[src/rtl/shift_register_sipo_receiver.sv]
// -----------------------------------------------------------------------------
// shift_register_sipo_receiver
//
// Serial-in, parallel-out receiver for the PISO shift-register link.
// A frame is one start bit (0), WIDTH data bits, an optional even-parity bit
// and one stop bit (1). Sin is sampled only on cycles where bit_en is high.
// A correctly framed word is held on Pout with a valid/ack handshake.
//
// Optional feature macro: SIPO_PARITY_CHECK_EN
//   defined   -> an even-parity bit follows the data bits, parity_err port added
//   undefined -> no parity bit, no parity_err port
//
// Parameters:
//   WIDTH     data bits per frame (2..16)
//   MSB_FIRST 1: first received bit lands in Pout[WIDTH-1]; 0: in Pout[0]
//
// Ports:
//   clk        system clock, rising edge
//   reset      asynchronous active-low reset
//   bit_en     single-cycle sample strobe for Sin
//   Sin        serial data, idle high (already synchronous to clk)
//   ack        consumer acknowledge, clears valid
//   Pout       last correctly framed data word
//   valid      Pout holds an unacknowledged word
//   busy       frame in progress
//   frame_err  sticky, bad stop bit seen
//   overrun    sticky, a word completed while the previous one was unacknowledged
//   bit_cnt    data bits received in the current frame
//   parity_err sticky, parity mismatch (only with SIPO_PARITY_CHECK_EN)
// -----------------------------------------------------------------------------
module shift_register_sipo_receiver #(
  parameter int WIDTH     = 8,
  parameter int MSB_FIRST = 1
) (
  input  logic                     clk,
  input  logic                     reset,
  input  logic                     bit_en,
  input  logic                     Sin,
  input  logic                     ack,
  output logic [WIDTH-1:0]         Pout,
  output logic                     valid,
  output logic                     busy,
  output logic                     frame_err,
  output logic                     overrun,
  output logic [$clog2(WIDTH):0]   bit_cnt
`ifdef SIPO_PARITY_CHECK_EN
  ,
  output logic                     parity_err
`endif
);

  localparam int CNT_W = $clog2(WIDTH) + 1;

`ifdef SIPO_PARITY_CHECK_EN
  typedef enum logic [1:0] {
    ST_IDLE   = 2'd0,
    ST_DATA   = 2'd1,
    ST_PARITY = 2'd2,
    ST_STOP   = 2'd3
  } state_t;
`else
  typedef enum logic [1:0] {
    ST_IDLE   = 2'd0,
    ST_DATA   = 2'd1,
    ST_STOP   = 2'd3
  } state_t;
`endif

  state_t             state_r, state_s;
  logic [WIDTH-1:0]   shift_r, shift_s;
  logic [WIDTH-1:0]   pout_r, pout_s;
  logic               valid_r, valid_s;
  logic               busy_r, busy_s;
  logic               frame_err_r, frame_err_s;
  logic               overrun_r, overrun_s;
  logic [CNT_W-1:0]   bit_cnt_r, bit_cnt_s;
`ifdef SIPO_PARITY_CHECK_EN
  logic               par_acc_r, par_acc_s;     // running XOR of data bits
  logic               par_bad_r, par_bad_s;     // current frame failed parity
  logic               parity_err_r, parity_err_s;
`endif

  // Shift one received bit into the word in the configured direction.
  function automatic logic [WIDTH-1:0] shift_in(input logic [WIDTH-1:0] cur,
                                                input logic             b);
    logic [WIDTH-1:0] res;
    if (MSB_FIRST != 0) begin
      res = {cur[WIDTH-2:0], b};
    end else begin
      res = {b, cur[WIDTH-1:1]};
    end
    return res;
  endfunction

  // Next-state and next-output logic; everything moves only on bit_en except ack.
  always_comb begin
    state_s     = state_r;
    shift_s     = shift_r;
    pout_s      = pout_r;
    valid_s     = valid_r;
    frame_err_s = frame_err_r;
    overrun_s   = overrun_r;
    bit_cnt_s   = bit_cnt_r;
`ifdef SIPO_PARITY_CHECK_EN
    par_acc_s    = par_acc_r;
    par_bad_s    = par_bad_r;
    parity_err_s = parity_err_r;
`endif

    if (ack && valid_r) begin
      valid_s = 1'b0;
    end else begin
      valid_s = valid_r;
    end

    if (bit_en) begin
      case (state_r)
        ST_IDLE: begin
          if (!Sin) begin
            state_s   = ST_DATA;
            bit_cnt_s = '0;
`ifdef SIPO_PARITY_CHECK_EN
            par_acc_s = 1'b0;
            par_bad_s = 1'b0;
`endif
          end else begin
            state_s = ST_IDLE;
          end
        end
        ST_DATA: begin
          shift_s   = shift_in(shift_r, Sin);
          bit_cnt_s = bit_cnt_r + CNT_W'(1);
`ifdef SIPO_PARITY_CHECK_EN
          par_acc_s = par_acc_r ^ Sin;
`endif
          if (bit_cnt_r == CNT_W'(WIDTH - 1)) begin
`ifdef SIPO_PARITY_CHECK_EN
            state_s = ST_PARITY;
`else
            state_s = ST_STOP;
`endif
          end else begin
            state_s = ST_DATA;
          end
        end
`ifdef SIPO_PARITY_CHECK_EN
        ST_PARITY: begin
          // Even parity: data XOR parity bit must be zero.
          if ((par_acc_r ^ Sin) != 1'b0) begin
            par_bad_s    = 1'b1;
            parity_err_s = 1'b1;
          end else begin
            par_bad_s = 1'b0;
          end
          state_s = ST_STOP;
        end
`endif
        ST_STOP: begin
          if (Sin) begin
`ifdef SIPO_PARITY_CHECK_EN
            if (!par_bad_r) begin
`else
            if (1'b1) begin
`endif
              pout_s  = shift_r;
              valid_s = 1'b1;
              // A same-cycle ack releases the old word, so no overrun.
              if (valid_r && !ack) begin
                overrun_s = 1'b1;
              end else begin
                overrun_s = overrun_r;
              end
            end else begin
              pout_s = pout_r;
            end
          end else begin
            frame_err_s = 1'b1;
          end
          state_s = ST_IDLE;
        end
        default: begin
          state_s = ST_IDLE;
        end
      endcase
    end else begin
      state_s = state_r;
    end

    busy_s = (state_s != ST_IDLE);
  end

  // State and output registers with asynchronous active-low reset.
  always_ff @(posedge clk or negedge reset) begin
    if (!reset) begin
      state_r     <= ST_IDLE;
      shift_r     <= '0;
      pout_r      <= '0;
      valid_r     <= 1'b0;
      busy_r      <= 1'b0;
      frame_err_r <= 1'b0;
      overrun_r   <= 1'b0;
      bit_cnt_r   <= '0;
`ifdef SIPO_PARITY_CHECK_EN
      par_acc_r    <= 1'b0;
      par_bad_r    <= 1'b0;
      parity_err_r <= 1'b0;
`endif
    end else begin
      state_r     <= state_s;
      shift_r     <= shift_s;
      pout_r      <= pout_s;
      valid_r     <= valid_s;
      busy_r      <= busy_s;
      frame_err_r <= frame_err_s;
      overrun_r   <= overrun_s;
      bit_cnt_r   <= bit_cnt_s;
`ifdef SIPO_PARITY_CHECK_EN
      par_acc_r    <= par_acc_s;
      par_bad_r    <= par_bad_s;
      parity_err_r <= parity_err_s;
`endif
    end
  end

  assign Pout      = pout_r;
  assign valid     = valid_r;
  assign busy      = busy_r;
  assign frame_err = frame_err_r;
  assign overrun   = overrun_r;
  assign bit_cnt   = bit_cnt_r;
`ifdef SIPO_PARITY_CHECK_EN
  assign parity_err = parity_err_r;
`endif

endmodule

[config.mk]
export PLATFORM = sky130hd
export DESIGN_NAME = shift_register_sipo_receiver
export DESIGN_NICKNAME = d
export VERILOG_FILES = /design/src/rtl/shift_register_sipo_receiver.sv
export SDC_FILE = /design/constraint.sdc
export NUM_CORES = 1
export LEC_CHECK = 0
export ABC_AREA = 0
export CAP_MARGIN = 20
export CELL_PAD_IN_SITES_DETAIL_PLACEMENT = 2
export CELL_PAD_IN_SITES_GLOBAL_PLACEMENT = 2
export CORE_UTILIZATION = 36
export DETAILED_ROUTE_END_ITERATION = 8
export GPL_TIMING_DRIVEN = 0
export PLACE_DENSITY = 0.79
export SLEW_MARGIN = 0
export SYNTH_ARGS = -nofsm -noshare
export SYNTH_HDL_FRONTEND = slang
export SYNTH_SLANG_ARGS = --single-unit
[constraint.sdc]
create_clock -name clk -period 3.45 [get_ports clk]
set_input_delay 0.345 -clock clk [delete_from_list [all_inputs] [get_ports clk]]
set_output_delay 0.345 -clock clk [all_outputs]
set_load 0.02 [all_outputs]
# ---- Word-level counts from Yosys, hierarchy flattened
# Index checks and enable logic that the tools add are counted.
dict set report word_totals {
  n_memories 0
  latchBits 0
  mem_bits_ro 0
  mem_bits_rw 0
  out_inout_bits 16
  regBits 26
}
dict set report classes {
  n_mux 10
  shift 0
  n_div 0
  order_cmp 0
  n_mul 0
  n_eq_ne 4
  reduce_logical 11
  bitwise_logic 1
  add_sub_neg 1
}
# cell count
set ops {}
lappend ops {{$reduce_and 3->1} 3}
lappend ops {{$pmux 4 s2} 1}
lappend ops {{$mux 1} 5}
lappend ops {{$add 4x1->4 const B} 1}
lappend ops {{$eq 4x3->1 const B} 1}
lappend ops {{$mux 2} 2}
lappend ops {{$mux 4} 1}
lappend ops {{$pmux 2 s2} 1}
lappend ops {{$reduce_and 4->1} 1}
lappend ops {{$reduce_bool 2->1} 2}
lappend ops {{$eq 2x1->1 const B} 1}
lappend ops {{$eq 2x2->1 const B} 1}
lappend ops {{$logic_and 1x1->1} 2}
lappend ops {{$logic_not 2->1} 1}
lappend ops {{$ne 2x2->1 const B} 1}
lappend ops {{$reduce_and 2->1} 1}
lappend ops {{$logic_not 1->1} 1}
lappend ops {{$not 1->1} 1}

# ---- Logic depth before layout (Yosys ltp)
# Gate-level depths: netlist of run 1.
dict set report depth {
  word_depth 5
  ltp_mapped 5
}

# ---- Worst setup path after synthesis of run 1
# Ideal clock, no wire load.
dict set report synth_timing {
  kind {register to register}
  start {reg state_r[0]}
  end {reg shift_r[1]}
  t_arrival_ps 1114
  setup_ps 125
  required_time_ps 3325
  synth_period_minus_slack_ps 1239
  path_stages_with_launch 5
  n_path_buf 2
  setup_slack_ps 2211
  cell_sequence {dfrtp_1 buf_4 nand3b_1 buf_2 mux2_2}
}
dict set report synth_via {
  elab_chain_len 2
}
# element line
set synth_rtl {}
lappend synth_rtl {{start, declared} 69} ;# state_t state_r, state_s;
lappend synth_rtl {{start signal, assigned} 209} ;# state_r <= state_s;
lappend synth_rtl {{$eq 2x1->1} 117} ;# case (state_r)
lappend synth_rtl {{$reduce_and 2->1 (no line)} --}
lappend synth_rtl {{end signal, assigned} 210} ;# shift_r <= shift_s;
lappend synth_rtl {{end, declared} 70} ;# logic [WIDTH-1:0] shift_r, shift_s;
# No other way between the ends.
# A chain may end at the register's enable or synchronous reset.

# ---- Worst setup path in the final report of run 1
dict set report layout_timing {
  start {reg bit_cnt_r[2], in the netlist bit_cnt[2]}
  end {out bit_cnt[2]}
}
# element line
set layout_rtl {}
lappend layout_rtl {{start, declared} 76} ;# logic [CNT_W-1:0] bit_cnt_r, bit_cnt_s;
lappend layout_rtl {{start signal, assigned} 216} ;# bit_cnt_r <= bit_cnt_s;
lappend layout_rtl {{end, declared} 45} ;# output logic [$clog2(WIDTH):0] bit_cnt
# No word-level cell between the ends.

==> metrics.txt, run 1 <==
row count=19; Clock transition at path regs=130 ps; static leakage=0.604 nW; Power Density=754 nW/um^2; Placed Instances=125; worst r2r src=state_r[0]$_DFF_PN0_; clock tree root buffer cell=clkbuf_4; area used by multi-input combinational logic=369 um^2; Reg area=651 um^2; WP buf/inv=1; Core ar.=2760 um^2; synth warn=0; vias in the first global route=735; Seq cells post-synth=26; vias per cell=5.18; WL final=2040 um; syn avg cell area=14.3 um^2; part of the cycle the worst path needs=50.9%; Syn Nets=79; crit path to=bit_cnt[2]; layout cells sized above 1=26.5%; Max-slew headroom=66.7%; Slowest-stage cell, CP=clkdlybuf4s50_1; Vias=668; Ant. Diodes=0; Design Area, Final=1350 um^2; total track usage=15.5%; Yosys top cell by area=dfrtp_1; critical path's largest stage delay=640 ps; CTS Sinks=26; Mapped Area=1040 um^2; WHS=325 ps; max-cap violations=0; Congestion Overflow GR=0; DP Worst Slack=1660 ps; CTS tree=built; Yosys top cell area share=62.4%; CTS max path bufs=2; crit-path leading delay family=buffers and inverters; Fin Setup TNS=0 ps; CTS buffer count=3; Hold Vio Cnt, Final=0; initial drt markers=2; Port Buf Inserts=20; Startpoint Class=flop; starting density of the core=37.8%; RSZ-0062 raised after global routing=false; initial antenna violation count=0; CTS resizes=0; fillers=284; worst reg2reg path depth=4; routability cong.=0.667; Critical Path, Cell by Cell=clkdlybuf4s50_1; DRT antenna net count=0; sequential area share after synthesis=62.4%; slew of the pin with the lowest slew margin=494 ps; Clock Latency Late Sink=310 ps; Area Overhead vs Synth=29.0%; RR Endpoint=shift_r[3]$_DFFE_PN0P_; fin crit period=1760 ps; Crit. End Element=primary output; Max VDD drop=0.000414 V; nets@finish=105; first-pass GRT wire length=3640 um; DR DRC count=0; DP Area=1310 um^2; final max-slew violation count=0; die width=55.8 um; CP Depth=1; reg2reg setup slack=2060 ps; top cells by area, synth=dfrtp_1 62%, mux2_2 17%, a22o_1 1.7%; dpl hpwl=1530 um; worst setup path startpoint=bit_cnt[2]$_DFFE_PN0P_; Wirelength per Cell=15.8 um; run status=completed; final setup fails=0; post-CTS setup buffers=0; chip height=55.8 um; Data required, critical path=3110 ps; WS Path Type=flop to primary output; post-synthesis cell count=73; I/O pins=21; die area=3120 um^2; Critical Path AT=1410 ps; iteration count of the initial detailed-routing pass=3; Worst Hold Class=input pin to async pin; highest clock rate=0.570 GHz; skew final=7.25 ps; Netlist cell types=24; cts hold-fix bufs=0; worst-path maximum fanout=6; htree depth=1; final setup margin=1690 ps; largest net degree at the start of global routing=21; final cell count without fillers=129
metrics by stage:
step / total power, mW / util, %
2_1_floorplan: 0.697 / -
3_3_place_gp: 0.854 / 46.5
3_5_place_dp: 0.882 / 47.5
4_1_cts: 1.03 / 48.8
5_1_grt: 1.08 / 48.8
6_report: 1.01 / 48.8
power breakdown:
part / leakage [nW] / switching, mW / total (mW) / internal [mW]
registers: 0.325 / 0.0769 / 0.485 / 0.408
clock network: 0.0210 / 0.0839 / 0.148 / 0.0644
logic: 0.258 / 0.169 / 0.382 / 0.212
total: 0.604 / 0.330 / 1.01 / 0.684
logic make-up after synthesis:
kind of cell,share of synthesized area [%]
flops,62.3
mux,17.3
simple gates,8.51
fa+ha+maj,1.20
compound gates,8.39
buf+inv,2.28
synth_stat cells:
cell       count
nand4bb_1      1
a32o_1         1
buf_4          1
buf_2          1
nand3_4        1
nor3b_1        1
inv_1          3
nor2_1         2
nand3b_1       1
nand2b_1       1
nand3_1        1
mux2_2        16
o21ai_0        3
dfrtp_1       26
o21bai_1       2
and2_4         1
nor2b_1        1
a21oi_1        1
a22o_1         2
o32ai_1        1
ha_1           1
a31o_2         1
nand2_1        3
a21o_1         1
registers in the layout, indices dropped and copies added (netlist names):
name,count
bit_cnt,4
valid,1
state_r,2
frame_err,1
overrun,1
busy,1
shift_r,8
Pout,8
cell type report:
type	count	share of cell area, %
sequential	26	48.3
multi-input combinational	42	27.4
timing repair buffer	21	16.9
tap	31	2.88
clock buffer	4	2.70
buffer	2	0.929
inverter	3	0.836
how the worst min path moves through the flow:
stage / cells past startpoint / to / slack (ps) / startpoint
floorplan: 0 / Pout[0]$_DFFE_PN0P_ / 50 / reset
global placement: 1 / frame_err$_DFFE_PN0P_ / 460 / frame_err$_DFFE_PN0P_
detailed placement: 1 / frame_err$_DFFE_PN0P_ / 460 / frame_err$_DFFE_PN0P_
CTS: 1 / bit_cnt[0]$_DFFE_PN0P_ / 330 / reset
global route: 1 / bit_cnt[2]$_DFFE_PN0P_ / 330 / reset
finish: 1 / bit_cnt[2]$_DFFE_PN0P_ / 320 / reset
per-layer routing:
metal,wire [um],vias up,GRT usage [%]
met4,13,0,4.18
met3,75,2,4.88
li1,-,310,-
met2,1030,14,25.3
met1,916,342,20.1
met5,0,-,0
placed cells by master (no fill, tap or decap):
| cell | count |
|---|---|
| clkdlybuf4s50_1 | 20 |
| o21bai_1 | 2 |
| a21oi_1 | 1 |
| clkbuf_8 | 1 |
| o32ai_1 | 1 |
| nor2_1 | 2 |
| clkbuf_4 | 3 |
| buf_16 | 1 |
| ha_1 | 1 |
| nand2_1 | 3 |
| o21ai_0 | 3 |
| nand3b_1 | 1 |
| nand3_4 | 1 |
| nand4bb_1 | 1 |
| nand2b_1 | 1 |
| inv_1 | 3 |
| dfrtp_1 | 26 |
| nor2b_1 | 1 |
| a21o_1 | 1 |
| buf_4 | 1 |
| a32o_1 | 1 |
| mux2_2 | 16 |
| a22o_1 | 2 |
| buf_2 | 1 |
| a31o_2 | 1 |
| and2_4 | 1 |
| nand3_1 | 1 |
| nor3b_1 | 1 |
Note: power is estimated with default switching activity, not from simulation.
==> inputs of run 2 (changes only) <==
Settings changed: CORE_UTILIZATION 36 to 30, PLACE_DENSITY 0.79 to 0.7.
Clock period 3.45 ns to 1.6 ns, I/O delays scaled along.
==> run 2 against run 1 <==
  * Largest power group unchanged
  * Clock skew up 4.1 ps
  * Sequential power up 110%
  * Critical path depth unchanged
  * Power up 120%
==> metrics.txt, run 2 (same netlist as run 1, synthesis figures left out) <==
largest net degree at the start of global routing=19 (-9.5%); DRT antenna net count=0 (unchanged); starting density of the core=31.3% (-6.6 points); CTS buffer count=3 (unchanged); WL final=1910 um (-6.3%); crit-path leading delay family=buffers and inverters; WS Path Type=flop to primary output; skew final=11.4 ps (+4.13 ps); initial drt markers=8 (+6); nets@finish=105 (unchanged); Congestion Overflow GR=0 (unchanged); Max-slew headroom=64.1% (-2.6 points); highest clock rate=0.664 GHz; initial antenna violation count=0 (unchanged); routability cong.=0.707 (+6.0%); iteration count of the initial detailed-routing pass=2 (-1); max-cap violations=0 (unchanged); Slowest-stage cell, CP=clkdlybuf4s50_1; worst r2r src=state_r[0]$_DFF_PN0_; final setup fails=0 (unchanged); most frequent cells in the layout=26 x dfrtp_1, 17 x clkdlybuf4s50_1, 16 x mux2_2; Clock transition at path regs=150 ps (+20 ps); chip height=61.0 um (+9.2%); part of the cycle the worst path needs=94.1%; total track usage=12.5% (-3.0 points); Critical Path, Cell by Cell=clkdlybuf4s50_1; Crit. End Element=primary output; cts hold-fix bufs=0 (unchanged); Clock Latency Late Sink=320 ps (about the same); Port Buf Inserts=20 (unchanged); first-pass GRT wire length=3270 um (-10%); clock tree root buffer cell=clkbuf_4; RSZ-0062 raised after global routing=false; WP buf/inv=1 (unchanged); reg2reg setup slack=230 ps (-1830 ps); RR Endpoint=shift_r[6]$_DFFE_PN0P_; final cell count without fillers=144 (+12%); die area=3720 um^2 (+19%); vias in the first global route=714 (-2.9%); Wirelength per Cell=13.2 um (-16%); layout cells sized above 1=26.5% (unchanged); Startpoint Class=flop; Ant. Diodes=0 (unchanged); Data required, critical path=1440 ps (-1670 ps); worst reg2reg path depth=4 (unchanged); Power Density=1650 nW/um^2 (+120%); CTS tree=built; Hold Vio Cnt, Final=0 (unchanged); final max-slew violation count=0 (unchanged); Worst Hold Class=input pin to async pin; Area Overhead vs Synth=32.7%; htree depth=1 (unchanged); WHS=165 ps (-160 ps); run status=completed; commonest non-fill, non-tap cell in the layout=dfrtp_1; dpl hpwl=1410 um (-8.0%); DR DRC count=0 (unchanged); fin crit period=1510 ps; CTS Sinks=26 (unchanged); CTS max path bufs=2 (unchanged); row count=21 (+2); critical path's largest stage delay=620 ps (-20 ps); static leakage=0.623 nW (+3.2%); Critical Path AT=1350 ps (-60 ps); Placed Instances=140 (+12%); Max VDD drop=0.000499 V (+21%); Core ar.=3340 um^2 (+21%); Vias=665 (-0.45%); die width=61.0 um (+9.2%); I/O pins=21 (unchanged); worst-path maximum fanout=4 (-2); slew of the pin with the lowest slew margin=537 ps (+42.9 ps); vias per cell=4.62 (-11%)
run 2: how the worst max path moves through the flow:
stage | startpoint | to | cells after the start
3_3_place_gp | reset | state_r[0]$_DFF_PN0_ | 1
5_1_grt | bit_cnt[1]$_DFFE_PN0P_ | bit_cnt[1] | 1
2_1_floorplan | state_r[0]$_DFF_PN0_ | shift_r[1]$_DFFE_PN0P_ | 4
4_1_cts | bit_cnt[3]$_DFFE_PN0P_ | bit_cnt[3] | 1
3_5_place_dp | bit_en | bit_cnt[2]$_DFFE_PN0P_ | 4
6_report | bit_cnt[1]$_DFFE_PN0P_ | bit_cnt[1] | 1
run 2: repair_timing:
item                                    in CTS  in global routing
resized for setup                            1                  2
pin swaps                                    0                  0
endpoints found under the setup margin       1                  2
setup buffers                                0                  0
run 2: report_power, final:
part           switching, mW  internal [mW]  total [mW]
Sequential             0.158          0.879        1.04
Combinational          0.350          0.446       0.796
Clock                  0.195          0.253       0.448
run 2: final cells by class:
cell class                      instances  area [um^2]
Buffer                                  2         12.5
Clock buffer                            3         22.5
Clock inverter                          1         30.0
Fill cell                             342         1950
Inverter                                3         11.3
Multi-Input combinational cell         42          369
Sequential cell                        26          651
Tap cell                               46         57.6
Timing Repair Buffer                   21          231
run 2: layer usage:
metal / wire [um] / GRT usage, % / part of all wire (%) / up-vias
li1: - / - / - / 307
met1: 863 / 15.4 / 45 / 337
met5: 0 / 0 / 0 / -
met2: 937 / 20.6 / 49 / 17
met4: 36 / 6.82 / 1.9 / 0
met3: 70 / 2.56 / 3.7 / 4
run 2: per-stage QoR:
step	total power, mW	cell area (um^2)	util (%)	setup WS (ps)	TNS (ps)
final	2.28	1390	41.5	94.5	0
after global placement	1.84	1300	39.0	-9.31	-223
after global routing	2.45	1390	41.5	17.3	0
after detailed placement	1.88	1330	39.8	22.2	0
after CTS	2.33	1380	41.4	28.6	0
after floorplan	1.50	1040	-	361	0
==> edit: new RTL, flow settings as in run 1 <==
Re-encode `state_t` (3 states) as one-hot, 3 bits wide.
--- a/src/rtl/shift_register_sipo_receiver.sv
+++ b/src/rtl/shift_register_sipo_receiver.sv
@@ -59,10 +59,10 @@
     ST_STOP   = 2'd3
   } state_t;
 `else
-  typedef enum logic [1:0] {
-    ST_IDLE   = 2'd0,
-    ST_DATA   = 2'd1,
-    ST_STOP   = 2'd3
+  typedef enum logic [2:0] {
+    ST_IDLE   = 3'b001,
+    ST_DATA   = 3'b010,
+    ST_STOP   = 3'b100
   } state_t;
 `endif
 
Formal check against the unedited RTL: no difference found for any inputs over 10 cycles, from zero or initial values and one cycle with reset low; not proved beyond that.
==> edit against run 1 <==
- the run now ends with design-rule violations left
- worst hold slack improved by 0.037 ns
- sequential cell count increased by 1
- sequential share of layout area decreased by 0.067 points
- via count up 20%
- cell count is 19% higher
- area after synthesis up 6.0%
- routed wire length grew 20%
- cell area rose by 4.2%
- synthesized cell count is 33% higher
- non-clock buffer count did not move
- worst setup slack gained 0.0059 ns
- highest routed layer unchanged
Power is not compared: it rests on default switching activity, and its combinational part moved more than twofold at a synthesized area within 25%.
==> edit: results (changes against run 1) <==
Clock tree
  • Clock Path Buffers: 2 (unchanged)
  • Worst-path clk slew: 0.15 ns (was 0.13 ns)
  • Clk root buf: clkbuf_4 (unchanged)
  • Htree depth: 1 (unchanged)
  • Cts bufs inserted: 3 (unchanged)
  • Resized cells post-CTS: 0 (unchanged)

Logic synthesis
  • Seq/Total Area, Yosys: 61.2% (was 62.4%)
  • Synth Flop Type: dfrtp_1 (unchanged)
  • Syn_nets: 103 (was 79)
  • Top post-synthesis cells by area: dfrtp_1 59%, nand2_1 9.2%, mux2_2 7.1% (was dfrtp_1 62%, mux2_2 17%, a22o_1 1.7%)
  • Commonest cells post-synth: 27 x nand2_1, 26 x dfrtp_1, 7 x mux2_2 (was 26 x dfrtp_1, 16 x mux2_2, 3 x inv_1, 3 x nand2_1, 3 x o21ai_0)
  • Synth cell types: 28 (was 24)
  • Ys Warns: 0 (unchanged)

Critical path
  • Crit path DAT: 1.40 ns
  • Slowest cell on crit path: clkdlybuf4s50_1 (unchanged)
  • Setup crit start: bit_cnt[0] (was bit_cnt[2])
  • FF-to-FF Start: state_r[0] (unchanged)
  • Crit-path max FO: 5 (was 6)
  • Delay-heaviest family, CP: buffers and inverters (unchanged)

Routing
  • # DRC: 2 (was 0)
  • Via count: 801 (was 668)
  • DRT Pass-1 Iters: 6 (was 3)
  • Routed WL: 2.45 mm (was 2.04 mm)
  • Initial DRC Count: 18 (was 2)

Final layout
  • Fillers: 279 (was 284)
  • Ant diodes: 0 (unchanged)
  • Layout net count: 129 (was 105)
  • Layout cell share with drive strength beyond 1: 15.6% (was 26.5%)

Placement
  • HPWL Detailed: 1.84 mm (was 1.53 mm)
  • Port bufs: 20 (unchanged)
  • Post-Place Worst Slack: 1.45 ns (was 1.66 ns)
  • Final GP Congestion: 0.820 (was 0.667)

Global route
  • Largest net degree at the start of global routing: 18 (was 21)
  • Vias in the first global route: 906 (was 735)
  • GRT Resource Usage Total: 17.3% (was 15.5%)
  • Total grt overflow: 0 (unchanged)
  • Global-route wire length before repair: 4.27 mm (was 3.64 mm)

STA
  • Worst Skew: 0.00100 ns (was 0.00725 ns)
  • Max-slew headroom: 61.9% (was 66.7%)

Hold path
  • HP Class: in -> async (unchanged)

Run status
  • Failing checks: design-rule violations
  • Status: complete, but fails checks (was completed)
edit: per-stage QoR:
stage | area [um2] | util [%] | hold slack (ns) | power [mW] | std cells
global route | 1400 | 49.6 | 0.387 | 0.804 | 153
floorplan | 1110 | - | 0.0494 | 0.535 | 97
detailed placement | 1370 | 48.5 | 0.457 | 0.629 | 149
CTS | 1400 | 49.6 | 0.373 | 0.774 | 153
finish | 1400 | 49.6 | 0.362 | 0.759 | 153
global placement | 1350 | 47.5 | 0.451 | 0.609 | 148
edit: power breakdown:
part	switching (mW)	leakage, nW	total, mW	internal (mW)
combinational	0.0992	0.284	0.188	0.0890
sequential	0.0555	0.361	0.431	0.375
clock	0.0958	0.0139	0.140	0.0444
total	0.251	0.659	0.759	0.509
edit: cells by family after synthesis:
kind of cell	synth area share (%)
multiplexers	8.15
flip-flops	61.2
adder cells (fa/ha/maj)	1.13
buffers and inverters	1.36
AND/OR/NAND/NOR	20.0
AO/OA/AOI/OAI	8.15
edit: worst paths after layout:
| path | endpoint | slack [ns] | depth (start not counted) |
|---|---|---|---|
| worst max-delay path | bit_cnt[0] | 1.70 | 1 |
| worst min-delay path | busy | 0.36 | 1 |
| worst max register to register | shift_r[6] | 1.86 | 4 |
| worst min register to register | frame_err | 0.49 | 2 |
| max in group asynchronous | state_r[0] | 2.53 | 2 |
| min in group clk | frame_err | 0.49 | 2 |
edit: area by class of cell:
class | instances | area, um2 | area share (%)
clock buffers | 3 | 22.5 | 1.61
well taps | 31 | 38.8 | 2.77
multi-input cells | 66 | 414 | 29.5
flip-flops and latches | 27 | 677 | 48.3
repair buffers | 21 | 228 | 16.2
clock inverters | 1 | 7.51 | 0.535
inverters | 2 | 7.51 | 0.535
plain buffers | 2 | 7.51 | 0.535
edit: per-layer routing:
metal	global-route usage (%)	share of wire [%]
met2	29.9	53
met5	0	0
met4	7.32	1.7
met3	2.04	2.7
met1	21.8	43
